==> src/rtl/ctrl_pkg.sv <==
// Shared opcode, bus-select, state and control-word definitions for the
// microcoded control sequencer.
package ctrl_pkg;

  typedef enum logic {RUN, HALTED} state_t;

  localparam logic [3:0] OP_NOP = 4'h0;
  localparam logic [3:0] OP_ADD = 4'h1;
  localparam logic [3:0] OP_SUB = 4'h2;
  localparam logic [3:0] OP_JMP = 4'h3;
  localparam logic [3:0] OP_LDA = 4'h4;
  localparam logic [3:0] OP_JNC = 4'h5;
  localparam logic [3:0] OP_JC  = 4'h6;
  localparam logic [3:0] OP_JNZ = 4'h7;
  localparam logic [3:0] OP_STA = 4'h8;
  localparam logic [3:0] OP_OUT = 4'h9;
  localparam logic [3:0] OP_JZ  = 4'hC;
  localparam logic [3:0] OP_LDI = 4'hD;
  localparam logic [3:0] OP_HLT = 4'hF;

  localparam logic [2:0] BUS_RAM  = 3'd0;
  localparam logic [2:0] BUS_IR   = 3'd2;
  localparam logic [2:0] BUS_A    = 3'd3;
  localparam logic [2:0] BUS_B    = 3'd4;
  localparam logic [2:0] BUS_ALU  = 3'd5;
  localparam logic [2:0] BUS_PC   = 3'd6;
  localparam logic [2:0] BUS_NULL = 3'd7;

  typedef struct packed {
    logic       halt;
    logic       mem;
    logic       ram;
    logic       inst_in;
    logic       reg_a;
    logic       reg_b;
    logic       sub;
    logic       disp;
    logic       inc;
    logic       jump;
    logic       flag;
    logic [2:0] bus;
  } ctrl_t;

  localparam ctrl_t CTRL_IDLE = '{
    halt: 1'b0, mem: 1'b0, ram: 1'b0, inst_in: 1'b0, reg_a: 1'b0, reg_b: 1'b0,
    sub: 1'b0, disp: 1'b0, inc: 1'b0, jump: 1'b0, flag: 1'b0, bus: BUS_NULL
  };

  // Final microstep of each opcode, indexed by opcode value.
  localparam logic [2:0] LAST_STEP [16] = '{
    3'd2, 3'd4, 3'd4, 3'd2, 3'd3, 3'd2, 3'd2, 3'd2,
    3'd3, 3'd2, 3'd2, 3'd2, 3'd2, 3'd2, 3'd2, 3'd2
  };

endpackage

==> src/rtl/ctrl_sequencer_decode.sv <==
// Combinational opcode/microstep to control-word decoder.
module ctrl_decode
  import ctrl_pkg::*;
#(
  parameter int OPW = 4
) (
  input  logic [OPW-1:0] op,
  input  logic [2:0]     step,
  input  logic           carry,
  input  logic           zero,
  output ctrl_t          ctrl,
  output logic           last,
  output logic           illegal
);

  logic       hi;
  logic [3:0] lo;
  logic [3:0] eop;

  assign lo = op[3:0];

  if (OPW > 4) begin : g_hi
    assign hi = |op[OPW-1:4];
  end else begin : g_no_hi
    assign hi = 1'b0;
  end

  always_comb begin
    illegal = hi || (lo == 4'hA) || (lo == 4'hB) || (lo == 4'hE);
    eop     = illegal ? OP_NOP : lo;
    last    = (step == LAST_STEP[eop]);
    ctrl    = CTRL_IDLE;
    case (step)
      3'd0: begin
        ctrl.mem = 1'b1;
        ctrl.bus = BUS_PC;
      end
      3'd1: begin
        ctrl.inst_in = 1'b1;
        ctrl.inc     = 1'b1;
        ctrl.bus     = BUS_RAM;
      end
      3'd2: begin
        case (eop)
          OP_ADD, OP_SUB, OP_LDA, OP_STA: begin
            ctrl.mem = 1'b1;
            ctrl.bus = BUS_IR;
          end
          OP_JMP: begin
            ctrl.jump = 1'b1;
            ctrl.bus  = BUS_IR;
          end
          OP_JNC, OP_JC, OP_JNZ, OP_JZ: begin
            if ((eop == OP_JNC && !carry) || (eop == OP_JC && carry) ||
                (eop == OP_JNZ && !zero) || (eop == OP_JZ && zero)) begin
              ctrl.jump = 1'b1;
              ctrl.bus  = BUS_IR;
            end
          end
          OP_OUT: begin
            ctrl.disp = 1'b1;
            ctrl.bus  = BUS_A;
          end
          OP_LDI: begin
            ctrl.reg_a = 1'b1;
            ctrl.bus   = BUS_IR;
          end
          OP_HLT: ctrl.halt = 1'b1;
          default: ;
        endcase
      end
      3'd3: begin
        case (eop)
          OP_ADD, OP_SUB: begin
            ctrl.reg_b = 1'b1;
            ctrl.bus   = BUS_RAM;
          end
          OP_LDA: begin
            ctrl.reg_a = 1'b1;
            ctrl.bus   = BUS_RAM;
          end
          OP_STA: begin
            ctrl.ram = 1'b1;
            ctrl.bus = BUS_A;
          end
          default: ;
        endcase
      end
      3'd4: begin
        if (eop == OP_ADD || eop == OP_SUB) begin
          ctrl.reg_a = 1'b1;
          ctrl.flag  = 1'b1;
          ctrl.sub   = (eop == OP_SUB);
          ctrl.bus   = BUS_ALU;
        end
      end
      default: ;
    endcase
  end

endmodule

==> src/rtl/ctrl_sequencer.sv <==
// Microstep sequencer: owns run/halt state, the step pointer, single-step
// gating and the registered control outputs. State updates on the falling edge.
module ctrl_sequencer
  import ctrl_pkg::*;
#(
  parameter int OPW   = 4,
  parameter int STEPW = 3,
  parameter int BSW   = 3
) (
  input  logic             clk,
  input  logic             res,
  input  logic [OPW-1:0]   inst,
  input  logic             carryFlag,
  input  logic             zeroFlag,
  input  logic             run,
  input  logic             sstep,
  input  logic             step_req,
  output logic             step_ack,
  output logic             halt,
  output logic             mem,
  output logic             ram,
  output logic             instIn,
  output logic             regA,
  output logic             regB,
  output logic             sub,
  output logic             disp,
  output logic             inc,
  output logic             jump,
  output logic             flag,
  output logic [BSW-1:0]   bus_sel,
  output logic [STEPW-1:0] step,
  output logic             bad_op
);

  state_t           state, state_nxt;
  logic [STEPW-1:0] ptr, ptr_nxt, step_nxt;
  ctrl_t            ctrl_q, ctrl_nxt, dec;
  logic             dec_last, dec_illegal, ack_nxt, bad_nxt, go;
  logic [2:0]       cur;

  // ptr is the next microstep to issue; step shows the one last issued.
  assign cur = (ptr > STEPW'(4)) ? 3'd0 : ptr[2:0];
  assign go  = ((state == RUN) || run) && (!sstep || step_req);

  ctrl_decode #(.OPW(OPW)) u_decode (
    .op      (inst),
    .step    (cur),
    .carry   (carryFlag),
    .zero    (zeroFlag),
    .ctrl    (dec),
    .last    (dec_last),
    .illegal (dec_illegal)
  );

  always_ff @(negedge clk) begin
    if (res) begin
      state    <= RUN;
      ptr      <= '0;
      step     <= '0;
      ctrl_q   <= CTRL_IDLE;
      step_ack <= 1'b0;
      bad_op   <= 1'b0;
    end else begin
      state    <= state_nxt;
      ptr      <= ptr_nxt;
      step     <= step_nxt;
      ctrl_q   <= ctrl_nxt;
      step_ack <= ack_nxt;
      bad_op   <= bad_nxt;
    end
  end

  always_comb begin
    state_nxt = state;
    case (state)
      RUN:     if (go && dec.halt) state_nxt = HALTED;
      HALTED:  if (run) state_nxt = RUN;
      default: state_nxt = RUN;
    endcase
  end

  always_comb begin
    ctrl_nxt = CTRL_IDLE;
    step_nxt = (step > STEPW'(4)) ? '0 : step;
    ptr_nxt  = (ptr > STEPW'(4)) ? '0 : ptr;
    ack_nxt  = 1'b0;
    bad_nxt  = bad_op;
    if (state == HALTED && !run) begin
      ctrl_nxt.halt = 1'b1;
      step_nxt      = '0;
      ptr_nxt       = '0;
    end else if (go) begin
      ctrl_nxt = dec;
      ack_nxt  = sstep;
      if (cur == 3'd2 && dec_illegal) bad_nxt = 1'b1;
      // HLT reports step 0 immediately, since HALTED holds step at 0.
      if (dec.halt) begin
        step_nxt = '0;
        ptr_nxt  = '0;
      end else begin
        step_nxt = STEPW'(cur);
        ptr_nxt  = dec_last ? '0 : STEPW'(cur) + STEPW'(1);
      end
    end
  end

  assign halt    = ctrl_q.halt;
  assign mem     = ctrl_q.mem;
  assign ram     = ctrl_q.ram;
  assign instIn  = ctrl_q.inst_in;
  assign regA    = ctrl_q.reg_a;
  assign regB    = ctrl_q.reg_b;
  assign sub     = ctrl_q.sub;
  assign disp    = ctrl_q.disp;
  assign inc     = ctrl_q.inc;
  assign jump    = ctrl_q.jump;
  assign flag    = ctrl_q.flag;
  assign bus_sel = BSW'(ctrl_q.bus);

endmodule

==> config.mk <==
export PLATFORM = sky130hd
export DESIGN_NAME = ctrl_sequencer
export DESIGN_NICKNAME = d
export VERILOG_FILES = /design/src/rtl/ctrl_pkg.sv /design/src/rtl/ctrl_sequencer_decode.sv /design/src/rtl/ctrl_sequencer.sv
export SDC_FILE = /design/constraint.sdc
export NUM_CORES = 1
export LEC_CHECK = 0
export BUFFER_PORTS_ARGS = -buffer_cell sky130_fd_sc_hd__buf_2
export CAP_MARGIN = 5
export CELL_PAD_IN_SITES_DETAIL_PLACEMENT = 0
export CELL_PAD_IN_SITES_GLOBAL_PLACEMENT = 1
export CORE_MARGIN = 3
export CORE_UTILIZATION = 38
export CTS_CLUSTER_SIZE = 28
export DETAILED_ROUTE_END_ITERATION = 10
export HOLD_SLACK_MARGIN = 0.06
export PLACE_DENSITY = 0.88
export SYNTH_ARGS = -nofsm -noshare
export SYNTH_HDL_FRONTEND = slang
export SYNTH_SLANG_ARGS = --single-unit
==> constraint.sdc <==
create_clock -name clk -period 3.1 [get_ports clk]
set_input_delay 0.775 -clock clk [delete_from_list [all_inputs] [get_ports clk]]
set_output_delay 0.775 -clock clk [all_outputs]
set_load 0.005 [all_outputs]
# [Yosys cells after proc, flatten, opt, wreduce, memory -nomap -nowiden]
# Memory sizes are Yosys's and may differ from the RTL's.
# Index checks and enable logic that the tools add are counted.
# W data, S select, Z words.
[classes] n_addsub=1 n_lt_le_gt_ge=3 eq_ne=20 muxes=41 n_bitwise=8 n_reduce_logical=34
[ops] op="$eq A4 B4 Y1 const B" count=8
[ops] op="$mux W3" count=10
[ops] op="$mux W1" count=21
[ops] op="$reduce_or A4 Y1" count=5
[ops] op="$eq A4 B3 Y1 const B" count=4
[ops] op="$pmux W3 S5" count=1
[ops] op="$mux W14" count=1
[ops] op="$pmux W3 S3" count=1
[ops] op="$eq A4 B2 Y1 const B" count=2
[ops] op="$logic_and A1 B1 Y1" count=8
[ops] op="$logic_or A1 B1 Y1" count=8
[ops] op="$mux W4" count=2
[ops] op="$not A1 Y1" count=7
[ops] op="$eq A3 B2 Y1 const B" count=2
[ops] op="$gt A3 B3 Y1 const B" count=2
[ops] op="$pmux W1 S2" count=3
[ops] op="$pmux W3 S2" count=1
[ops] op="$reduce_or A3 Y1" count=2
[ops] op="$reduce_or A6 Y1" count=1
[ops] op="$ge A5 B5 Y1 const B" count=1
[ops] op="$not A4 Y5" count=1
[ops] op="$reduce_or A5 Y1" count=1
[ops] op="$eq A4 B1 Y1 const B" count=1
[ops] op="$logic_not A1 Y1" count=4
[ops] op="9 further kinds" count=10
[word_totals] regBits=22 romBits=48 inputBits=11 out_inout_bits=19 word_cells=124 memories=1
[memory_table] memory="(name not given)" depth=16 word_bits=3 read_ports=1 rd_clocked_by_memory_dff=0 wr=0 line_no="ctrl_sequencer_decode.sv:31" text="last = (step == LAST_STEP[eop]);"

# [Logic depth before layout (Yosys ltp)]
[depth] ltp_word=14 mapped_depth=11 ltp_nobuf=10

# [Cells and area by module]
# Synthesis repeated with hierarchy kept, for this count alone.
[unflattened] cells_unflattened=169 hier_area_um2=1360.1
[by_module_without_submodules] module="ctrl_sequencer" n_inst=1 cells_each=82 area_per_inst_um2=823.3 seq_area_each_um2=460.4
[by_module_without_submodules] module="ctrl_decode" n_inst=1 cells_each=87 area_per_inst_um2=536.8 seq_area_each_um2=0.0

==> impl_metrics.ini <==
[drt]
ant_nets = 0
viasPerCell = 5.53
drc = 0
route.detailed.wl_per_inst_um = 15.5
via_count = 1604
first_pass_iters = 4
drtIter0Drc = 79
drt-total-wl_um = 4490

[setup_path]
ff2ff_setup_slack_ns = 0.90
cpLargestDelayFamily = compound AO/OA/AOI/OAI gates
cp-end-kind = register
rr_endpoint = ptr[1]
critical_path_max_stage_delay_ns = 0.28
worst-path-max-fanout = 3
crit_chain = buf_8 > nand2_4 > a21oi_4 > nor2b_4 > ha_4 > o211ai_1 > xnor2_1 > a21oi_2 > a31oi_2 > o32ai_2
cpMaxStageDelayCell = ha_4
startpoint_type = input pin
critical_path.n_buffers_inverters = 1
worstPathArrival_ns = 2.36
worst_ep_required_time_ns = 1.81
crit-reg2reg-launch = ptr[2]
reg2reg_depth = 8
setup.worst_path.class = input pin to register

[grt]
grt_use_met1 = 0.239
grt_use_total = 0.209
grt_antenna_before_repair = 0
grt_start_max_net_pins = 13
grt_first_pass_wirelength_um = 6990
first_global_vias = 1570
gr-total-overflow = 0
grt_use_met2 = 0.377
grt_most_used_layer = met2
gr-usage-met3 = 0.0475

[sta]
timing.clock.skew_ns = 0.0159
timing_worst_slew_pin_value_ns = 0.406
slew_headroom = 0.728
timing.final.max_slew_violations = 0
fin_ws_ns = -0.548
number_of_setup_violations_in_the_final_report = 30
final-hold-violation-count = 0
rsz0062_at_grt = yes

[min_path]
worstHoldPathType = register to register
worstHoldPathCells = 2
hold_path_end = bad_op
worst_hold_startpoint = bad_op

[place]
dp_hpwl_um = 2760
routability_congestion_estimate_from_global_placement = 0.893
placement.io_buffers = 29
preCtsSetupSlack_ns = -0.884

[floorplan]
fp.dieArea_sq_um = 4090
initial_utilization = 0.408
die_h_um = 64.0
die_width_um = 64.0
floorplan.core_area_sq_um = 3130
row_count = 20
top_level_ports = 30

[pwr]
post-layout-total-power_uw = 866
powerDensity_nw_per_um2 = 388
vdd.ir_drop.worst_mv = 0.193
power.leakage_uw = 0.00107

[yosys]
number_of_nets_produced_by_synthesis = 173
synth.yosys.seq_area_share = 0.345
synth_cells = 154
synthesis_stage_register_bit_count = 22
synth_flop_cell = dfxtp_1
avgSynthCellArea_sq_um = 8.30
ys.warnings.count = 0
synth_enable_flop_cells = 0
total_standard_cell_area_after_synthesis_sq_um = 1280
postSynth.asyncResetShare = 0
yosysUniqueCellTypes = 46

[flow_run]
max-cap-violations = 0

[final_layout]
layout.cells.most_common = buf_4
num-fill-cells = 235
syn_to_final_growth_pct = 74.5
antenna_cells = 0
layout_cell_share_with_drive_strength_beyond_1 = 0.512
layout.cells.most_common_list = buf_4, inv_1, buf_2, nor2_1, dfxtp_1
layout.nets = 267
finalCoreUtilization = 0.713

[clocking]
cts_tree = yes
cts.sinks = 22
worstSkewPairLatency_ns = 0.39
max-clock-path-buffers = 2
cts-root-buf = clkbuf_4
cts-htree-levels = 1
cts_bufs_inserted = 3
postCtsHoldBufs = 0
worst_setup_hold_path_clk_slew_ns = 0.05

[status]
failing_checks = negative setup slack
outcome = finished with violations
## cell families (layout without fill, tap and decap cells)
family | Yosys count | after routing | share of synthesized area
and+or+nand+nor | 72 | 72 | 0.310
AOI/OAI and AO/OA | 39 | 39 | 0.218
DFF | 22 | 22 | 0.345
buffers and inverters | 12 | 104 | 0.0421
adders and majority gates | 8 | 8 | 0.0784
xor gates and xnor gates | 1 | 1 | 0.00686
## cell usage after synthesis (2+ instances only)
cell | instances | area, sq um
nand2b_1 | 5 | 31.3
nand2_1 | 16 | 60.1
o211ai_1 | 4 | 30.0
a22oi_1 | 2 | 15.0
and3_1 | 2 | 12.5
inv_1 | 7 | 26.3
buf_2 | 2 | 10.0
o32ai_1 | 2 | 17.5
and2b_2 | 2 | 17.5
a21oi_1 | 10 | 50.1
o31ai_1 | 3 | 22.5
nor2b_1 | 6 | 37.5
ha_1 | 8 | 100
nor3_1 | 7 | 35.0
o21ai_0 | 2 | 10.0
nor2_1 | 17 | 63.8
nand3_1 | 3 | 15.0
a31oi_1 | 4 | 25.0
o2111ai_1 | 2 | 17.5
nor4_1 | 2 | 12.5
nor3b_1 | 2 | 15.0
dfxtp_1 | 22 | 440
## cell type report
cell class              instances  area (sq um)  share of cell area
clock buffers                   3          22.5              0.0101
clock inverters                22          82.6              0.0370
inverters                       8          35.0              0.0157
multi-input cells             120          1040               0.465
flip-flops and latches         22           449               0.201
well taps                      44          55.1              0.0247
repair buffers                 71           548               0.246
## power breakdown
| group | leakage, uW | total [uW] | switching (uW) | internal (uW) |
|---|---|---|---|---|
| combinational | 0.000758 | 300 | 158 | 143 |
| clock | 0.000131 | 245 | 163 | 82.0 |
| sequential | 0.000182 | 320 | 15.9 | 304 |
| total | 0.00107 | 866 | 337 | 529 |
## how the worst max path moves through the flow
stage                        from  slack [ns]         end  cells after the start
after global placement    inst[1]       -0.82  bus_sel[0]                     11
after detailed placement  inst[1]       -0.88  bus_sel[0]                     11
after CTS                 inst[2]       -0.42      ptr[2]                      9
after floorplan           inst[3]       -0.71  bus_sel[0]                     11
final                     inst[1]       -0.55      ptr[1]                     10
after global routing      inst[1]       -0.61      ptr[0]                     10
## stage by stage
stage	setup TNS [ns]	instances	cell area [sq um]	hold WS, ns
2_1_floorplan	-7.64	154	1330	0.461
3_3_place_gp	-11.45	257	1740	0.476
3_5_place_dp	-12.69	257	1740	0.457
4_1_cts	-4.49	286	2050	0.473
5_1_grt	-7.07	290	2230	0.492
6_report	-5.72	290	2230	0.470
## routing by layer
layer  part of all wire  up-vias
li1                   -      747
met1               0.38      746
met2               0.52       97
met3              0.076       14
met4              0.020        0
met5                  0        -
## worst reg2reg max path, stage by stage, from the launching register on
cell     delay (ns)
dfxtp_1        0.44
and2b_2        0.30
inv_1          0.15
ha_1           0.31
and2_4         0.24
and3_4         0.23
nor2_4         0.05
a31oi_2        0.25
o32ai_2        0.11
## timing repair
action                                  4_1_cts  5_1_grt
endpoints found under the setup margin       36       36
gates resized for setup                      39       28
pin swaps                                    19       15
setup buffers                                 5        4
No activity file was read; power rests on OpenSTA's default activity.
